===== src/rtl/imm_narrow_pipe_if.sv =====
// Valid/ready bus for the immediate narrowing pipe.
// master drives beats in and takes them out; slave is the pipe itself.
interface imm_narrow_pipe_if #(
  parameter int IN_W  = 64,
  parameter int OUT_W = 12,
  parameter int TAG_W = 6
);
  logic             in_valid;
  logic             in_ready;
  logic [IN_W-1:0]  in_value;
  logic             in_signed;
  logic             in_sat;
  logic [TAG_W-1:0] in_tag;
  logic             out_valid;
  logic             out_ready;
  logic [OUT_W-1:0] out_imm;
  logic             out_fits;
  logic [TAG_W-1:0] out_tag;

  modport master (
    output in_valid, in_value, in_signed, in_sat, in_tag, out_ready,
    input  in_ready, out_valid, out_imm, out_fits, out_tag
  );

  modport slave (
    input  in_valid, in_value, in_signed, in_sat, in_tag, out_ready,
    output in_ready, out_valid, out_imm, out_fits, out_tag
  );
endinterface


===== src/rtl/imm_narrow_pipe.sv =====
// Two-stage immediate narrowing pipe: S1 holds the fit decision, S2 holds
// the final immediate. Saturating miss counter counts non-fitting beats.
module imm_narrow_pipe #(
  parameter int IN_W  = 64,
  parameter int OUT_W = 12,
  parameter int TAG_W = 6,
  parameter int CNT_W = 16
) (
  input  logic             clk,
  input  logic             reset_n,
  imm_narrow_pipe_if.slave bus,
  input  logic             clear_count,
  output logic [CNT_W-1:0] miss_count
);
  localparam logic [OUT_W-1:0] SMAX = {1'b0, {(OUT_W-1){1'b1}}};
  localparam logic [OUT_W-1:0] SMIN = {1'b1, {(OUT_W-1){1'b0}}};
  localparam logic [OUT_W-1:0] UMAX = '1;

  // S1 keeps only what S2 needs: the low field, the sign bit and the mode
  logic             r_s1_vld;
  logic [OUT_W-1:0] r_s1_low;
  logic             r_s1_msb;
  logic             r_s1_sgn;
  logic             r_s1_sat;
  logic             r_s1_fits;
  logic [TAG_W-1:0] r_s1_tag;

  logic             r_s2_vld;
  logic [OUT_W-1:0] r_s2_imm;
  logic             r_s2_fits;
  logic [TAG_W-1:0] r_s2_tag;

  logic [CNT_W-1:0] r_cnt;

  logic             w_fit;
  logic [OUT_W-1:0] w_imm;
  logic             w_s1_load;
  logic             w_s1_move;
  logic             w_s2_move;

  // stage advance: ready ripples back combinationally from out_ready
  assign w_s2_move = r_s2_vld & bus.out_ready;
  assign w_s1_move = r_s1_vld & (~r_s2_vld | bus.out_ready);
  assign bus.in_ready = ~r_s1_vld | w_s1_move;
  assign w_s1_load = bus.in_valid & bus.in_ready;

  assign bus.out_valid = r_s2_vld;
  assign bus.out_imm   = r_s2_imm;
  assign bus.out_fits  = r_s2_fits;
  assign bus.out_tag   = r_s2_tag;
  assign miss_count    = r_cnt;

  // fit check: signed needs bits above the field's sign bit to copy it,
  // unsigned needs everything above the field to be zero
  always_comb begin
    w_fit = 1'b0;
    if (bus.in_signed)
      w_fit = (&bus.in_value[IN_W-1:OUT_W-1]) | ~(|bus.in_value[IN_W-1:OUT_W-1]);
    else
      w_fit = ~(|bus.in_value[IN_W-1:OUT_W]);
  end

  // final immediate: truncate unless out of range and clamping requested
  always_comb begin
    w_imm = r_s1_low;
    if (!r_s1_fits && r_s1_sat)
      w_imm = r_s1_sgn ? (r_s1_msb ? SMIN : SMAX) : UMAX;
  end

  // S1 register: load a new beat when empty or draining
  always_ff @(posedge clk or negedge reset_n) begin
    if (!reset_n) begin
      r_s1_vld  <= 1'b0;
      r_s1_low  <= '0;
      r_s1_msb  <= 1'b0;
      r_s1_sgn  <= 1'b0;
      r_s1_sat  <= 1'b0;
      r_s1_fits <= 1'b0;
      r_s1_tag  <= '0;
    end else if (w_s1_load) begin
      r_s1_vld  <= 1'b1;
      r_s1_low  <= bus.in_value[OUT_W-1:0];
      r_s1_msb  <= bus.in_value[IN_W-1];
      r_s1_sgn  <= bus.in_signed;
      r_s1_sat  <= bus.in_sat;
      r_s1_fits <= w_fit;
      r_s1_tag  <= bus.in_tag;
    end else if (w_s1_move) begin
      r_s1_vld  <= 1'b0;
    end
  end

  // S2 register: outputs come straight from here, held while stalled
  always_ff @(posedge clk or negedge reset_n) begin
    if (!reset_n) begin
      r_s2_vld  <= 1'b0;
      r_s2_imm  <= '0;
      r_s2_fits <= 1'b0;
      r_s2_tag  <= '0;
    end else if (w_s1_move) begin
      r_s2_vld  <= 1'b1;
      r_s2_imm  <= w_imm;
      r_s2_fits <= r_s1_fits;
      r_s2_tag  <= r_s1_tag;
    end else if (w_s2_move) begin
      r_s2_vld  <= 1'b0;
    end
  end

  // miss counter: clear has priority, increment sticks at all-ones
  always_ff @(posedge clk or negedge reset_n) begin
    if (!reset_n)
      r_cnt <= '0;
    else if (clear_count)
      r_cnt <= '0;
    else if (w_s2_move && !r_s2_fits && (r_cnt != '1))
      r_cnt <= r_cnt + 1'b1;
  end
endmodule


===== src/flat_wrapper.sv =====
// flat-port wrapper written by rule: the top's interface ports become plain ports
module imm_narrow_pipe_flat 
#(
  parameter int IN_W  = 64,
  parameter int OUT_W = 12,
  parameter int TAG_W = 6,
  parameter int CNT_W = 16
)
  (clk, reset_n, clear_count, miss_count, bus_in_valid, bus_in_value, bus_in_signed, bus_in_sat, bus_in_tag, bus_out_ready, bus_in_ready, bus_out_valid, bus_out_imm, bus_out_fits, bus_out_tag);
  imm_narrow_pipe_if #(.IN_W(IN_W), .OUT_W(OUT_W), .TAG_W(TAG_W)) bus_i ();
  input  logic clk;
  input  logic reset_n;
  input  logic clear_count;
  output logic [CNT_W-1:0] miss_count;
  input wire logic [$bits(bus_i.in_valid)-1:0] bus_in_valid;
  input wire logic [$bits(bus_i.in_value)-1:0] bus_in_value;
  input wire logic [$bits(bus_i.in_signed)-1:0] bus_in_signed;
  input wire logic [$bits(bus_i.in_sat)-1:0] bus_in_sat;
  input wire logic [$bits(bus_i.in_tag)-1:0] bus_in_tag;
  input wire logic [$bits(bus_i.out_ready)-1:0] bus_out_ready;
  output wire logic [$bits(bus_i.in_ready)-1:0] bus_in_ready;
  output wire logic [$bits(bus_i.out_valid)-1:0] bus_out_valid;
  output wire logic [$bits(bus_i.out_imm)-1:0] bus_out_imm;
  output wire logic [$bits(bus_i.out_fits)-1:0] bus_out_fits;
  output wire logic [$bits(bus_i.out_tag)-1:0] bus_out_tag;
  assign bus_i.in_valid = bus_in_valid;
  assign bus_i.in_value = bus_in_value;
  assign bus_i.in_signed = bus_in_signed;
  assign bus_i.in_sat = bus_in_sat;
  assign bus_i.in_tag = bus_in_tag;
  assign bus_i.out_ready = bus_out_ready;
  assign bus_in_ready = bus_i.in_ready;
  assign bus_out_valid = bus_i.out_valid;
  assign bus_out_imm = bus_i.out_imm;
  assign bus_out_fits = bus_i.out_fits;
  assign bus_out_tag = bus_i.out_tag;
  imm_narrow_pipe #(.IN_W(IN_W), .OUT_W(OUT_W), .TAG_W(TAG_W), .CNT_W(CNT_W)) u_core (.clk(clk), .reset_n(reset_n), .bus(bus_i), .clear_count(clear_count), .miss_count(miss_count));
endmodule

===== config.mk =====
export PLATFORM = sky130hd
export DESIGN_NAME = imm_narrow_pipe_flat
export DESIGN_NICKNAME = d
export VERILOG_FILES = /design/src/rtl/imm_narrow_pipe_if.sv /design/src/rtl/imm_narrow_pipe.sv /design/src/flat_wrapper.sv
export SDC_FILE = /design/constraint.sdc
export NUM_CORES = 1
export LEC_CHECK = 0
export BUFFER_PORTS_ARGS = -buffer_cell sky130_fd_sc_hd__buf_2
export CAP_MARGIN = 30
export CORE_UTILIZATION = 50
export CTS_CLUSTER_SIZE = 20
export DETAILED_ROUTE_END_ITERATION = 7
export PLACE_DENSITY_LB_ADDON = 0.05
export SYNTH_ARGS = -nofsm -noshare
export SYNTH_HDL_FRONTEND = slang
export SYNTH_SLANG_ARGS = --single-unit

===== constraint.sdc =====
create_clock -name clk -period 3.1 [get_ports clk]
set_clock_uncertainty 0.15 [all_clocks]
set_input_delay 0.93 -clock clk [delete_from_list [all_inputs] [get_ports clk]]
set_output_delay 0.93 -clock clk [all_outputs]
set_load 0.01 [all_outputs]

==> flow_metrics.py <==
metrics = {
    "status": {
        "status": "finished clean",
    },
    "global_route": {
        "grt_max_degree": 30,
        "grt_pass1_wl_um": 11400,
        "grt_pass1_vias": 2605,
        "overflow": 0,
        "grt_usage_pct": 24.44,
        "grt_antenna_before_repair": 0,
    },
    "yosys": {
        "synth_area_per_cell_sq_um": 10.83,
        "yosys.area_share.xor_xnor_pct": 0,
        "synth.distinct_cells": 33,
        "synth_simple_gate_area_share_pct": 21.77,
        "synth_nets": 338,
        "synth_fa_ha_area_share_pct": 0.4442,
        "synthCells": 260,
        "synth_top_family_by_area": "simple AND/OR/NAND/NOR gates",
        "ys_warn_count": 0,
        "muxShareOfSynthArea_pct": 12.75,
        "ys_ff_latch": 59,
        "seq_area_frac_synth_pct": 52.42,
        "synth_compound_area_share_pct": 10.35,
        "synth_area_sq_um": 2816,
    },
    "cells_and_area": {
        "nets": 457,
        "num_antenna_cells": 0,
        "drive_gt1_share_pct": 43.49,
        "final_util_pct": 69.56,
        "finalInstanceArea_sq_um": 3666,
        "synthToLayoutAreaGrowth_pct": 30.16,
    },
    "timing": {
        "hold_viol": 0,
        "slew_viol_final": 0,
        "tightest_slew_ps": 701.0,
        "fmax_mhz": 394.2,
        "fin_crit_sh_pct": 81.83,
        "maxSlewHeadroom_pct": 52.84,
        "rsz0062_at_grt": "false",
        "finalSetupViolCount": 0,
        "fin_crit_ps": 2537,
        "tns_ps": 0,
    },
    "cts": {
        "cts_tree": "yes",
        "insertion_delay_ps": 320,
        "ctsHoldBuffers": 0,
        "post-cts-setup-buffers": 0,
        "cts.sinks": 59,
        "cts_buffer_depth": 2,
        "ctsHtreeMaxLevel": 3,
        "clk_pin_slew_ps": 70,
        "cts_root_buf": "clkbuf_8",
        "ctsResizeCount": 0,
        "cts_buffers": 9,
    },
    "floorplan": {
        "start_util_pct": 53.44,
        "row_count": 26,
        "io_pins": 114,
        "fp.dieW_um": 77.05,
        "design.die.area_sq_um": 5937,
        "core_sq_um": 5270,
        "die_h_um": 77.05,
    },
    "routing": {
        "vias_per_cell": 5.619,
        "drt-initial-drc-count": 89,
        "via_count": 2551,
        "wl_per_cell_um": 14.70,
        "firstDrtPassIters": 5,
        "drc": 0,
        "drt_wl_total_um": 6672,
        "postRouteAntennaNets": 0,
    },
    "power_and_ir_drop": {
        "switchingPower_mw": 0.5211,
        "cellPowerDensity_nw_per_um2": 539.9,
        "power_frac_seq_pct": 46.9,
        "switching_share_pct": 26.33,
        "ir_drop_mv": 0.3225,
        "p_leak_nw": 1.679,
        "comb_power_share_pct": 17.5,
        "p_int_mw": 1.458,
        "clkPwrFrac_pct": 35.6,
    },
    "worst_setup_path": {
        "critPathRequiredTime_ps": 2020,
        "critical_path.max_stage_delay_ps": 230,
        "cp_slowest_cell": "nand3b_1",
        "worst_setup_path_start_kind": "primary input",
        "crit_chain": "buf_2, nand3b_1, buf_2",
        "crit_top_cell": "buf_2",
        "critPathArrivalTime_ps": 1460,
        "end_kind": "output port",
        "setup.worst_path.class": "primary input to output port",
        "crit_fanout": 4,
    },
    "worst_hold_path": {
        "holdCritPathClass": "register to register",
    },
    "place": {
        "placed_cell_area_sq_um": 3462,
        "gp_congestion": 0.7861,
        "port_buffers": 113,
        "dp_hpwl_um": 4992,
    },
    "job": {
        "cap_violations": 0,
    },
}
## area by class of cell
| cell class | count | area [sq um] |
|---|---|---|
| Inverter | 3 | 11.26 |
| Tap cell | 70 | 87.58 |
| Sequential cell | 59 | 1476 |
| Clock buffer | 12 | 155.1 |
| Fill cell | 422 | 1604 |
| Clock inverter | 4 | 48.80 |
| Multi-Input combinational cell | 187 | 1276 |
| Timing Repair Buffer | 119 | 610.6 |
## power groups by stage
| stage | logic (mW) | clock network (mW) | registers (mW) |
|---|---|---|---|
| 2_1_floorplan | 0.146 | 0 | 0.963 |
| 3_3_place_gp | 0.339 | 0 | 0.936 |
| 3_5_place_dp | 0.349 | 0 | 0.942 |
| 4_1_cts | 0.350 | 0.722 | 0.928 |
| 5_1_grt | 0.389 | 0.761 | 0.941 |
| 6_report | 0.346 | 0.705 | 0.929 |
## metal layers
layer	track usage, %	wire, um	part of all wire, %	vias to the layer above
li1	-	-	-	1247
met2	43.21	3459	52	88
met3	6.190	360	5.4	4
met5	0	0	0	-
met1	28.81	2805	42	1212
met4	8.302	46	0.69	0
## layout by cell type (no fill, tap or decap), types with 4 or more instances in the layout
master,Yosys,final
buf_2,3,113
dfrtp_1,59,59
mux2_2,31,31
o21ai_0,28,28
nand2_1,19,19
nand4_1,19,19
nor4_1,17,17
or4_1,12,12
a21oi_1,11,11
clkbuf_8,0,11
o31ai_1,8,8
nand3_1,7,7
nor2_1,6,6
buf_4,0,6
and4_1,4,4
## synth_stat cells
cell type,count,area share (%)
a21oi_1,11,2.0
a221o_1,1,0.36
and2_1,2,0.44
and3b_1,1,0.31
and4_1,4,1.2
and4_4,1,0.40
and4b_1,1,0.36
buf_1,1,0.13
buf_2,3,0.53
buf_6,1,0.40
clkbuf_1,6,0.80
dfrtp_1,59,52
ha_1,1,0.44
inv_1,3,0.40
mux2_2,31,12
mux2i_1,1,0.36
nand2_1,19,2.5
nand2b_1,3,0.67
nand3_1,7,1.2
nand3b_1,3,0.80
nand4_1,19,4.2
nor2_1,6,0.80
nor2b_1,3,0.67
nor3_1,1,0.18
nor3b_1,1,0.27
nor4_1,17,3.8
o2111ai_1,1,0.31
o21a_1,1,0.27
o21ai_0,28,5.0
o21ba_2,1,0.36
o31ai_1,8,2.1
or3_1,3,0.67
or4_1,12,3.2
## registers in the layout, summed over array words and instances, names as in the netlist, 6 cells and up
| name | count |
|---|---|
| u_core.r_s1_tag | 6 |
| u_core.bus.out_imm | 12 |
| u_core.miss_count | 16 |
| u_core.r_s1_low | 12 |
| u_core.bus.out_tag | 6 |
## final timing paths
| check | slack (ps) | start | cells past startpoint | to |
|---|---|---|---|---|
| worst max register to register | 730 | u_core.miss_count[0] | 5 | u_core.miss_count[15] |
| worst min register to register | 330 | u_core.bus.out_imm[7] | 2 | u_core.bus.out_imm[7] |
| worst min-delay path | 330 | u_core.bus.out_imm[7] | 2 | u_core.bus.out_imm[7] |
| worst max-delay path | 560 | bus_out_ready | 3 | bus_in_ready |
| max in group asynchronous | 1610 | reset_n | 2 | u_core.bus.out_imm[9] |
| min in group asynchronous | 490 | reset_n | 1 | u_core.miss_count[7] |
## per-stage QoR
step	cells	worst slack (ps)	power [mW]	hold slack, ps
global placement	438	587.0	1.275	308.2
global route	454	544.6	2.091	358.2
floorplan	260	859.9	1.110	307.2
finish	454	563.4	1.979	327.0
CTS	454	563.0	2.000	331.1
detailed placement	438	566.6	1.291	315.5
## cells by family (layout without fill, tap and decap cells)
kind of cell	after synthesis	in the layout
AND/OR/NAND/NOR	103	103
flip-flops	59	59
AO/OA/AOI/OAI	51	51
multiplexers	32	32
buffers and inverters	14	138
adder cells (fa/ha/maj)	1	1
## worst max-delay path: cells and delay by family
family,cells,cell delay (ps)
buffers and inverters,2,300
and+or+nand+nor,1,230
No activity file was read; power rests on OpenSTA's default activity.
